[config.mk]
export PLATFORM = sky130hd
export DESIGN_NAME = sram_arb2_ctrl_flat
export DESIGN_NICKNAME = d
export VERILOG_FILES = /design/src/rtl/sram_arb2_ctrl_if.sv /design/src/rtl/sram_arb2_ctrl.sv /design/src/flat_wrapper.sv
export SDC_FILE = /design/constraint.sdc
export NUM_CORES = 1
export LEC_CHECK = 0
export ABC_AREA = 1
export CAP_MARGIN = 40
export CORE_ASPECT_RATIO = 1.1
export CORE_MARGIN = 1.5
export CORE_UTILIZATION = 40
export DETAILED_ROUTE_END_ITERATION = 10
export HOLD_SLACK_MARGIN = 0.1
export PLACE_DENSITY = 0.74
export SKIP_LAST_GASP = 1
export SLEW_MARGIN = 10
export SYNTH_ARGS = -nofsm -noshare
export SYNTH_HDL_FRONTEND = slang
export SYNTH_SLANG_ARGS = --single-unit
[constraint.sdc]
create_clock -name CLK -period 1.8 [get_ports CLK]
set_input_delay 0.36 -clock CLK [delete_from_list [all_inputs] [get_ports CLK]]
set_output_delay 0.36 -clock CLK [all_outputs]
set_load 0.005 [all_outputs]
[src/rtl/sram_arb2_ctrl_if.sv]
// Requester and SRAM-pin bundle for sram_arb2_ctrl.
// slave = the arbiter/sequencer, master = requesters plus the SRAM macro.
interface sram_arb2_ctrl_if #(
  parameter int DW = 26,
  parameter int AW = 8
);
  logic          R0_REQ, R0_WE, R0_GNT, R0_RVALID;
  logic [AW-1:0] R0_ADDR;
  logic [DW-1:0] R0_WDATA, R0_RDATA;
  logic          R1_REQ, R1_WE, R1_GNT, R1_RVALID;
  logic [AW-1:0] R1_ADDR;
  logic [DW-1:0] R1_WDATA, R1_RDATA;
  logic          INIT_DONE;
  logic          NCE, NWRT;
  logic [AW-3:0] RA;
  logic [1:0]    CA;
  logic [DW-1:0] DIN, DO;

  modport slave (
    input  R0_REQ, R0_WE, R0_ADDR, R0_WDATA,
    input  R1_REQ, R1_WE, R1_ADDR, R1_WDATA,
    input  DO,
    output R0_GNT, R0_RVALID, R0_RDATA,
    output R1_GNT, R1_RVALID, R1_RDATA,
    output INIT_DONE, NCE, NWRT, RA, CA, DIN
  );

  modport master (
    output R0_REQ, R0_WE, R0_ADDR, R0_WDATA,
    output R1_REQ, R1_WE, R1_ADDR, R1_WDATA,
    output DO,
    input  R0_GNT, R0_RVALID, R0_RDATA,
    input  R1_GNT, R1_RVALID, R1_RDATA,
    input  INIT_DONE, NCE, NWRT, RA, CA, DIN
  );
endinterface

[src/rtl/sram_arb2_ctrl.sv]
// Two-port round-robin arbiter / sequencer for a single-port register-file SRAM.
// Clears the array after reset, then issues at most one command per cycle.
// Every SRAM pin comes straight from a flop; reads return two cycles after accept.
module sram_arb2_ctrl #(
  parameter int DW             = 26,
  parameter int AW             = 8,
  parameter bit CLEAR_ON_RESET = 1'b1
) (
  input  logic            CLK,
  input  logic            NRST,
  sram_arb2_ctrl_if.slave bus
);
  typedef enum logic {S_INIT = 1'b0, S_RUN = 1'b1} state_e;
  localparam logic [AW-1:0] CNT_LAST = '1;

  state_e        state_q;
  logic [AW-1:0] cnt_q, addr_q;
  logic          pri_q, nce_q, nwrt_q, init_done_q;
  logic [DW-1:0] din_q;

  logic [1:0]    req, gnt_d;
  logic          acc, win, acc_we;
  logic [AW-1:0] acc_addr;
  logic [DW-1:0] acc_wdata;

  // read tag pipe: stage 1 = command on the pins, stage 2 = DO valid
  logic [2:1]    vld_pipe_q, port_pipe_q;
  logic [1:0]    rvalid_q;
  logic [DW-1:0] rdata0_q, rdata1_q;

  assign req = {bus.R1_REQ, bus.R0_REQ};

  // Round-robin grant; PRI only matters when both ports request
  always_comb begin
    gnt_d = 2'b00;
    if (NRST && state_q == S_RUN) begin
      case (req)
        2'b01:   gnt_d = 2'b01;
        2'b10:   gnt_d = 2'b10;
        2'b11:   gnt_d = pri_q ? 2'b10 : 2'b01;
        default: gnt_d = 2'b00;
      endcase
    end
  end

  assign acc       = |gnt_d;
  assign win       = gnt_d[1];
  assign acc_we    = win ? bus.R1_WE    : bus.R0_WE;
  assign acc_addr  = win ? bus.R1_ADDR  : bus.R0_ADDR;
  assign acc_wdata = win ? bus.R1_WDATA : bus.R0_WDATA;

  // Sequencer FSM: clear sweep, then registered command issue and priority flip
  always_ff @(posedge CLK or negedge NRST) begin
    if (!NRST) begin
      state_q     <= CLEAR_ON_RESET ? S_INIT : S_RUN;
      cnt_q       <= '0;
      pri_q       <= 1'b0;
      nce_q       <= 1'b1;
      nwrt_q      <= 1'b1;
      addr_q      <= '0;
      din_q       <= '0;
      init_done_q <= 1'b0;
    end else if (state_q == S_INIT) begin
      nce_q  <= 1'b0;
      nwrt_q <= 1'b0;
      addr_q <= cnt_q;
      din_q  <= '0;
      cnt_q  <= cnt_q + AW'(1);
      if (cnt_q == CNT_LAST) begin
        state_q     <= S_RUN;
        init_done_q <= 1'b1;
      end
    end else begin
      init_done_q <= 1'b1;
      if (acc) begin
        nce_q  <= 1'b0;
        nwrt_q <= ~acc_we;
        addr_q <= acc_addr;
        if (acc_we) din_q <= acc_wdata;
        pri_q  <= ~win;
      end else begin
        nce_q  <= 1'b1;
        nwrt_q <= 1'b1;
      end
    end
  end

  // Read return: shift the port tag along with the SRAM access, capture DO at stage 2
  always_ff @(posedge CLK or negedge NRST) begin
    if (!NRST) begin
      vld_pipe_q  <= '0;
      port_pipe_q <= '0;
      rvalid_q    <= '0;
      rdata0_q    <= '0;
      rdata1_q    <= '0;
    end else begin
      vld_pipe_q[1]  <= acc & ~acc_we;
      port_pipe_q[1] <= win;
      vld_pipe_q[2]  <= vld_pipe_q[1];
      port_pipe_q[2] <= port_pipe_q[1];
      rvalid_q[0]    <= vld_pipe_q[2] & ~port_pipe_q[2];
      rvalid_q[1]    <= vld_pipe_q[2] &  port_pipe_q[2];
      if (vld_pipe_q[2] && !port_pipe_q[2]) rdata0_q <= bus.DO;
      if (vld_pipe_q[2] &&  port_pipe_q[2]) rdata1_q <= bus.DO;
    end
  end

  assign bus.R0_GNT    = gnt_d[0];
  assign bus.R1_GNT    = gnt_d[1];
  assign bus.R0_RVALID = rvalid_q[0];
  assign bus.R1_RVALID = rvalid_q[1];
  assign bus.R0_RDATA  = rdata0_q;
  assign bus.R1_RDATA  = rdata1_q;
  assign bus.INIT_DONE = init_done_q;
  assign bus.NCE       = nce_q;
  assign bus.NWRT      = nwrt_q;
  assign bus.RA        = addr_q[AW-1:2];
  assign bus.CA        = addr_q[1:0];
  assign bus.DIN       = din_q;
endmodule

[src/flat_wrapper.sv]
// flat-port wrapper written by rule: the top's interface ports become plain ports
module sram_arb2_ctrl_flat 
#(
  parameter int DW             = 26,
  parameter int AW             = 8,
  parameter bit CLEAR_ON_RESET = 1'b1
)
  (CLK, NRST, bus_R0_REQ, bus_R0_WE, bus_R0_ADDR, bus_R0_WDATA, bus_R1_REQ, bus_R1_WE, bus_R1_ADDR, bus_R1_WDATA, bus_DO, bus_R0_GNT, bus_R0_RVALID, bus_R0_RDATA, bus_R1_GNT, bus_R1_RVALID, bus_R1_RDATA, bus_INIT_DONE, bus_NCE, bus_NWRT, bus_RA, bus_CA, bus_DIN);
  sram_arb2_ctrl_if #(.DW(DW), .AW(AW)) bus_i ();
  input  logic CLK;
  input  logic NRST;
  input wire logic [$bits(bus_i.R0_REQ)-1:0] bus_R0_REQ;
  input wire logic [$bits(bus_i.R0_WE)-1:0] bus_R0_WE;
  input wire logic [$bits(bus_i.R0_ADDR)-1:0] bus_R0_ADDR;
  input wire logic [$bits(bus_i.R0_WDATA)-1:0] bus_R0_WDATA;
  input wire logic [$bits(bus_i.R1_REQ)-1:0] bus_R1_REQ;
  input wire logic [$bits(bus_i.R1_WE)-1:0] bus_R1_WE;
  input wire logic [$bits(bus_i.R1_ADDR)-1:0] bus_R1_ADDR;
  input wire logic [$bits(bus_i.R1_WDATA)-1:0] bus_R1_WDATA;
  input wire logic [$bits(bus_i.DO)-1:0] bus_DO;
  output wire logic [$bits(bus_i.R0_GNT)-1:0] bus_R0_GNT;
  output wire logic [$bits(bus_i.R0_RVALID)-1:0] bus_R0_RVALID;
  output wire logic [$bits(bus_i.R0_RDATA)-1:0] bus_R0_RDATA;
  output wire logic [$bits(bus_i.R1_GNT)-1:0] bus_R1_GNT;
  output wire logic [$bits(bus_i.R1_RVALID)-1:0] bus_R1_RVALID;
  output wire logic [$bits(bus_i.R1_RDATA)-1:0] bus_R1_RDATA;
  output wire logic [$bits(bus_i.INIT_DONE)-1:0] bus_INIT_DONE;
  output wire logic [$bits(bus_i.NCE)-1:0] bus_NCE;
  output wire logic [$bits(bus_i.NWRT)-1:0] bus_NWRT;
  output wire logic [$bits(bus_i.RA)-1:0] bus_RA;
  output wire logic [$bits(bus_i.CA)-1:0] bus_CA;
  output wire logic [$bits(bus_i.DIN)-1:0] bus_DIN;
  assign bus_i.R0_REQ = bus_R0_REQ;
  assign bus_i.R0_WE = bus_R0_WE;
  assign bus_i.R0_ADDR = bus_R0_ADDR;
  assign bus_i.R0_WDATA = bus_R0_WDATA;
  assign bus_i.R1_REQ = bus_R1_REQ;
  assign bus_i.R1_WE = bus_R1_WE;
  assign bus_i.R1_ADDR = bus_R1_ADDR;
  assign bus_i.R1_WDATA = bus_R1_WDATA;
  assign bus_i.DO = bus_DO;
  assign bus_R0_GNT = bus_i.R0_GNT;
  assign bus_R0_RVALID = bus_i.R0_RVALID;
  assign bus_R0_RDATA = bus_i.R0_RDATA;
  assign bus_R1_GNT = bus_i.R1_GNT;
  assign bus_R1_RVALID = bus_i.R1_RVALID;
  assign bus_R1_RDATA = bus_i.R1_RDATA;
  assign bus_INIT_DONE = bus_i.INIT_DONE;
  assign bus_NCE = bus_i.NCE;
  assign bus_NWRT = bus_i.NWRT;
  assign bus_RA = bus_i.RA;
  assign bus_CA = bus_i.CA;
  assign bus_DIN = bus_i.DIN;
  sram_arb2_ctrl #(.DW(DW), .AW(AW), .CLEAR_ON_RESET(CLEAR_ON_RESET)) u_core (.CLK(CLK), .NRST(NRST), .bus(bus_i));
endmodule
# Yosys cells after proc, flatten, opt, wreduce, memory -nomap -nowiden
# Index checks and enable logic that the tools add are counted.
# word_totals
regBits	105
latch_bits	0
ramBits	0
romBits	0
inputBits	100
output_inout_bits	93
word_cells	53
mem_count	0
# classes
n_addsub	1
n_mul	0
div_mod_pow	0
magnitude_cmp	0
eq_ne	6
shift	0
mux	19
n_bitwise	6
reduce_logical	8
# ops
cell	n
26-bit two-way mux	4
8-bit two-way mux	3
1-bit two-way mux	9
8-bit by 1-bit adder with 8-bit output (second input constant)	1
8-bit equality test (second input constant)	1
2-bit case mux with 3 select lines	1
2-bit equality test (second input constant)	2
2-bit two-way mux	2
2-bit != test (second input constant)	2
2-bit AND reduction	2
1-bit bitwise AND	3
1-bit logical AND	3
1-bit NOT	3
2-bit by 1-bit equality test with 1-bit output (second input constant)	1
2-bit nonzero test	1
2-bit OR reduction	1
1-bit zero test	1

# Logic depth before layout (Yosys ltp)
# logic_depth
word_depth	7
depth_mapped	8
depth_no_buf	7

# Worst setup path before layout
# No wires, ideal clock.
# synth_timing
path_kind	input -> output
from	in NRST
to	out bus_R1_GNT
arrival_time_ps	918
slack_ps	522
stages	5
path_buffers	1
cell_sequence	nand2_1 -> nor2_4 -> nand2_2 -> buf_2 -> inv_1
# synth_via
elab_chain_len	2
# synth_rtl
item	line	source
start: declaration	flat_wrapper.sv:11	input logic NRST;
1-bit logical AND	sram_arb2_ctrl.sv:36	if (NRST && state_q == S_RUN) begin
2-bit two-way mux	sram_arb2_ctrl.sv:36	
end: declaration	flat_wrapper.sv:24	output wire logic [$bits(bus_i.R1_GNT)-1:0] bus_R1_GNT;
# No other way between the ends.

# Worst setup path after layout
# layout_timing
from	reg u_core.nwrt_q (netlist: u_core.bus.NWRT)
to	out bus_NWRT
# layout_lines
item	line	source
start: declaration	sram_arb2_ctrl.sv:18	logic pri_q, nce_q, nwrt_q, init_done_q;
start signal: assignment	sram_arb2_ctrl.sv:77	nwrt_q <= ~acc_we;
end: declaration	flat_wrapper.sv:29	output wire logic [$bits(bus_i.NWRT)-1:0] bus_NWRT;
# No word-level cell between the ends.

==> summary.txt <==
Status -> finished clean
Syn avg cell area -> 8.72 um2
RSZ-0062 raised after global routing -> false
Max Cap Viol -> 0
Clock sinks -> 105
Slew headroom -> 51.7%
Pre-Repair DR Iteration Count -> 4
Critical Path AT -> 1370 ps
Vias after detailed routing -> 4339
Mean routed wirelength per cell -> 13.9 um
Worst Skew -> 10.4 ps
Max stage delay on crit path -> 530 ps
Util after Layout -> 62.0%
DRC -> 0
Sequential share of the synthesized area -> 55.4%
Clk_lat worst skew -> 340 ps
Pin count of the biggest net entering global routing -> 61
Family with the most delay on the worst path -> flip-flops
First-pass GRT wire length -> 20000 um
Layout area overhead -> 50.9%
Initial core utilization -> 41.1%
Routability cong. -> 0.853
Final ANT Viol Nets -> 0
CTS Hold Bufs -> 0
Setup-failing EPs final -> 0
Switching part of the total power -> 21.1%
# port buffers -> 192
Worst path required time -> 1440 ps
Tmin final -> 1730 ps
Syn nets -> 645
Share of cells above drive strength 1 -> 9.89%
Die Area -> 12500 um2
Die Span X -> 107 um
Worst setup SP type -> flip-flop
Total GRT Usage -> 20.4%
Nets -> 844
Setup CP Type -> flip-flop to output port
Chip height -> 117 um
P_int -> 3.51 mW
Clock buffer depth -> 2
Dpl hpwl -> 9560 um
Row Count -> 41
CP Capture Type -> output port
Worst Tran Pin Value -> 725 ps
Synth Instances -> 544
CTS Root Buffer Type -> clkbuf_16
Flop pwr share -> 53.0%
Clk pwr share -> 39.5%
Core outline area -> 11500 um2
Final Max Tran Viols -> 0
Clock transition at path regs -> 70 ps
Yosys reg bits -> 105
Vias per cell -> 4.83
1st-iter DRT viols -> 224
Gate power share -> 7.5%
Pwr dens -> 622 nW/um2
Vias in the first global route -> 4150
Antenna violations before repair -> 0
Cell at the slowest stage of the critical path -> dfstp_2
Area of placed instances -> 6890 um2
Reg-to-Reg Start -> u_core.state_q
Synth unique cells -> 29
Hold Violations, Final -> 0
GR Overflow Total -> 0
Final Instance Area -> 7160 um2
CTS tree -> yes
Mapped cell area -> 4750 um2
Crit Path Max Fanout -> 1
Crit path cell chain -> clkdlybuf4s50_1
I/O pins -> 193
Final wirelength -> 12500 um
Worst min path class -> input port to async pin
Leakage -> 3.59 nW
Max Freq -> 0.578 GHz
Antenna Cells -> 0
CTS buffer count -> 9
Psw -> 0.941 mW
H-tree Lvls -> 3
Buffers & Inverters on Critical Path -> 1
Crit path launch -> u_core.bus.NWRT
Max VDD drop -> 359 uV
WHS -> 189 ps
Ys Warns -> 0
Final period util -> 96.2%
## cell usage after synthesis, drive strengths merged
cell	count	area (um2)
dfstp	2	52.6
xor2	4	35.0
nand4	2	12.5
nand3	83	538
o21ai	66	334
nor2	13	56.3
dfrtp	103	2580
inv	58	220
a21oi	15	75.1
a31oi	1	6.26
buf	18	136
xnor2	1	8.76
clkbuf	12	45.0
and3	1	6.26
nand2	163	622
a21boi	1	7.51
ha	1	12.5
## metal layers
metal	up-vias	part of all wire (%)	GRT usage [%]
met3	11	8.3	5.98
met1	2009	42	25.4
met4	0	1.1	6.31
met2	186	48	34.7
met5	-	0	0
li1	2133	-	-
## registers in the layout (all words and copies together), names as in the netlist
name and count:
u_core.bus.NWRT 1, u_core.vld_pipe_q 2, u_core.bus.NCE 1, u_core.pri_q 1
u_core.port_pipe_q 2, u_core.bus.INIT_DONE 1, u_core.cnt_q 8, u_core.bus.R0_RDATA 26
u_core.rvalid_q 2, u_core.bus.R1_RDATA 26, u_core.bus.DIN 26, u_core.addr_q 8
u_core.state_q 1
## cell families (layout without fill, tap and decap cells)
family / count (synthesis) / count (layout) / share of synthesized area, %
simple gates: 262 / 262 / 26.0
xor+xnor: 5 / 5 / 0.923
compound gates: 83 / 83 / 8.91
buf+inv: 88 / 292 / 8.46
fa+ha+maj: 1 / 1 / 0.264
flops: 105 / 105 / 55.4
## cells in the final DEF (no fill, tap or decap), types with 4 or more instances in the layout
cell type and count:
o21ai_0 60, nor2_1 12, clkbuf_16 9, nand2_1 160
inv_1 54, nand3_2 22, dfrtp_1 103, nand3_1 60
clkdlybuf4s50_1 187, o21ai_1 5, a21oi_1 15, xor2_1 4
buf_4 25
## area by class of cell
cell class,instances,area (um2)
Fill cell,991,4380
Timing Repair Buffer,218,2140
Clock buffer,12,236
Sequential cell,105,2630
Inverter,58,220
Tap cell,150,188
Clock inverter,4,30.0
Multi-Input combinational cell,351,1720
## what timing repair did
action,CTS,global route
setup endpoints to repair,2,1
resized for setup,4,1
buffers inserted,0,0
## metrics by stage
step / worst slack (ps) / instances / power, mW / TNS [ps]
after global routing: 3.71 / 898 / 4.65 / 0
final: 69.1 / 898 / 4.45 / 0
after detailed placement: -256 / 882 / 2.74 / -3650
after CTS: -127 / 898 / 4.51 / -127
after floorplan: 522 / 544 / 2.46 / 0
after global placement: -229 / 882 / 2.74 / -2500
## final timing paths
path	to	slack, ps	cells after the start
max	bus_NWRT	70	1
max in group asynchronous	u_core.bus.DIN[8]	540	3
min in group CLK	u_core.vld_pipe_q[2]	350	0
max reg2reg	u_core.cnt_q[4]	210	6
min reg2reg	u_core.vld_pipe_q[2]	350	0
min	u_core.addr_q[0]	190	2
## power groups by stage
stage	sequential [mW]	combinational [mW]	clock [mW]
6_report	2.36	0.333	1.76
5_1_grt	2.36	0.366	1.92
4_1_cts	2.36	0.338	1.81
3_5_place_dp	2.40	0.337	0
3_3_place_gp	2.40	0.335	0
2_1_floorplan	2.40	0.0549	0
No activity file was read; power rests on OpenSTA's default activity.
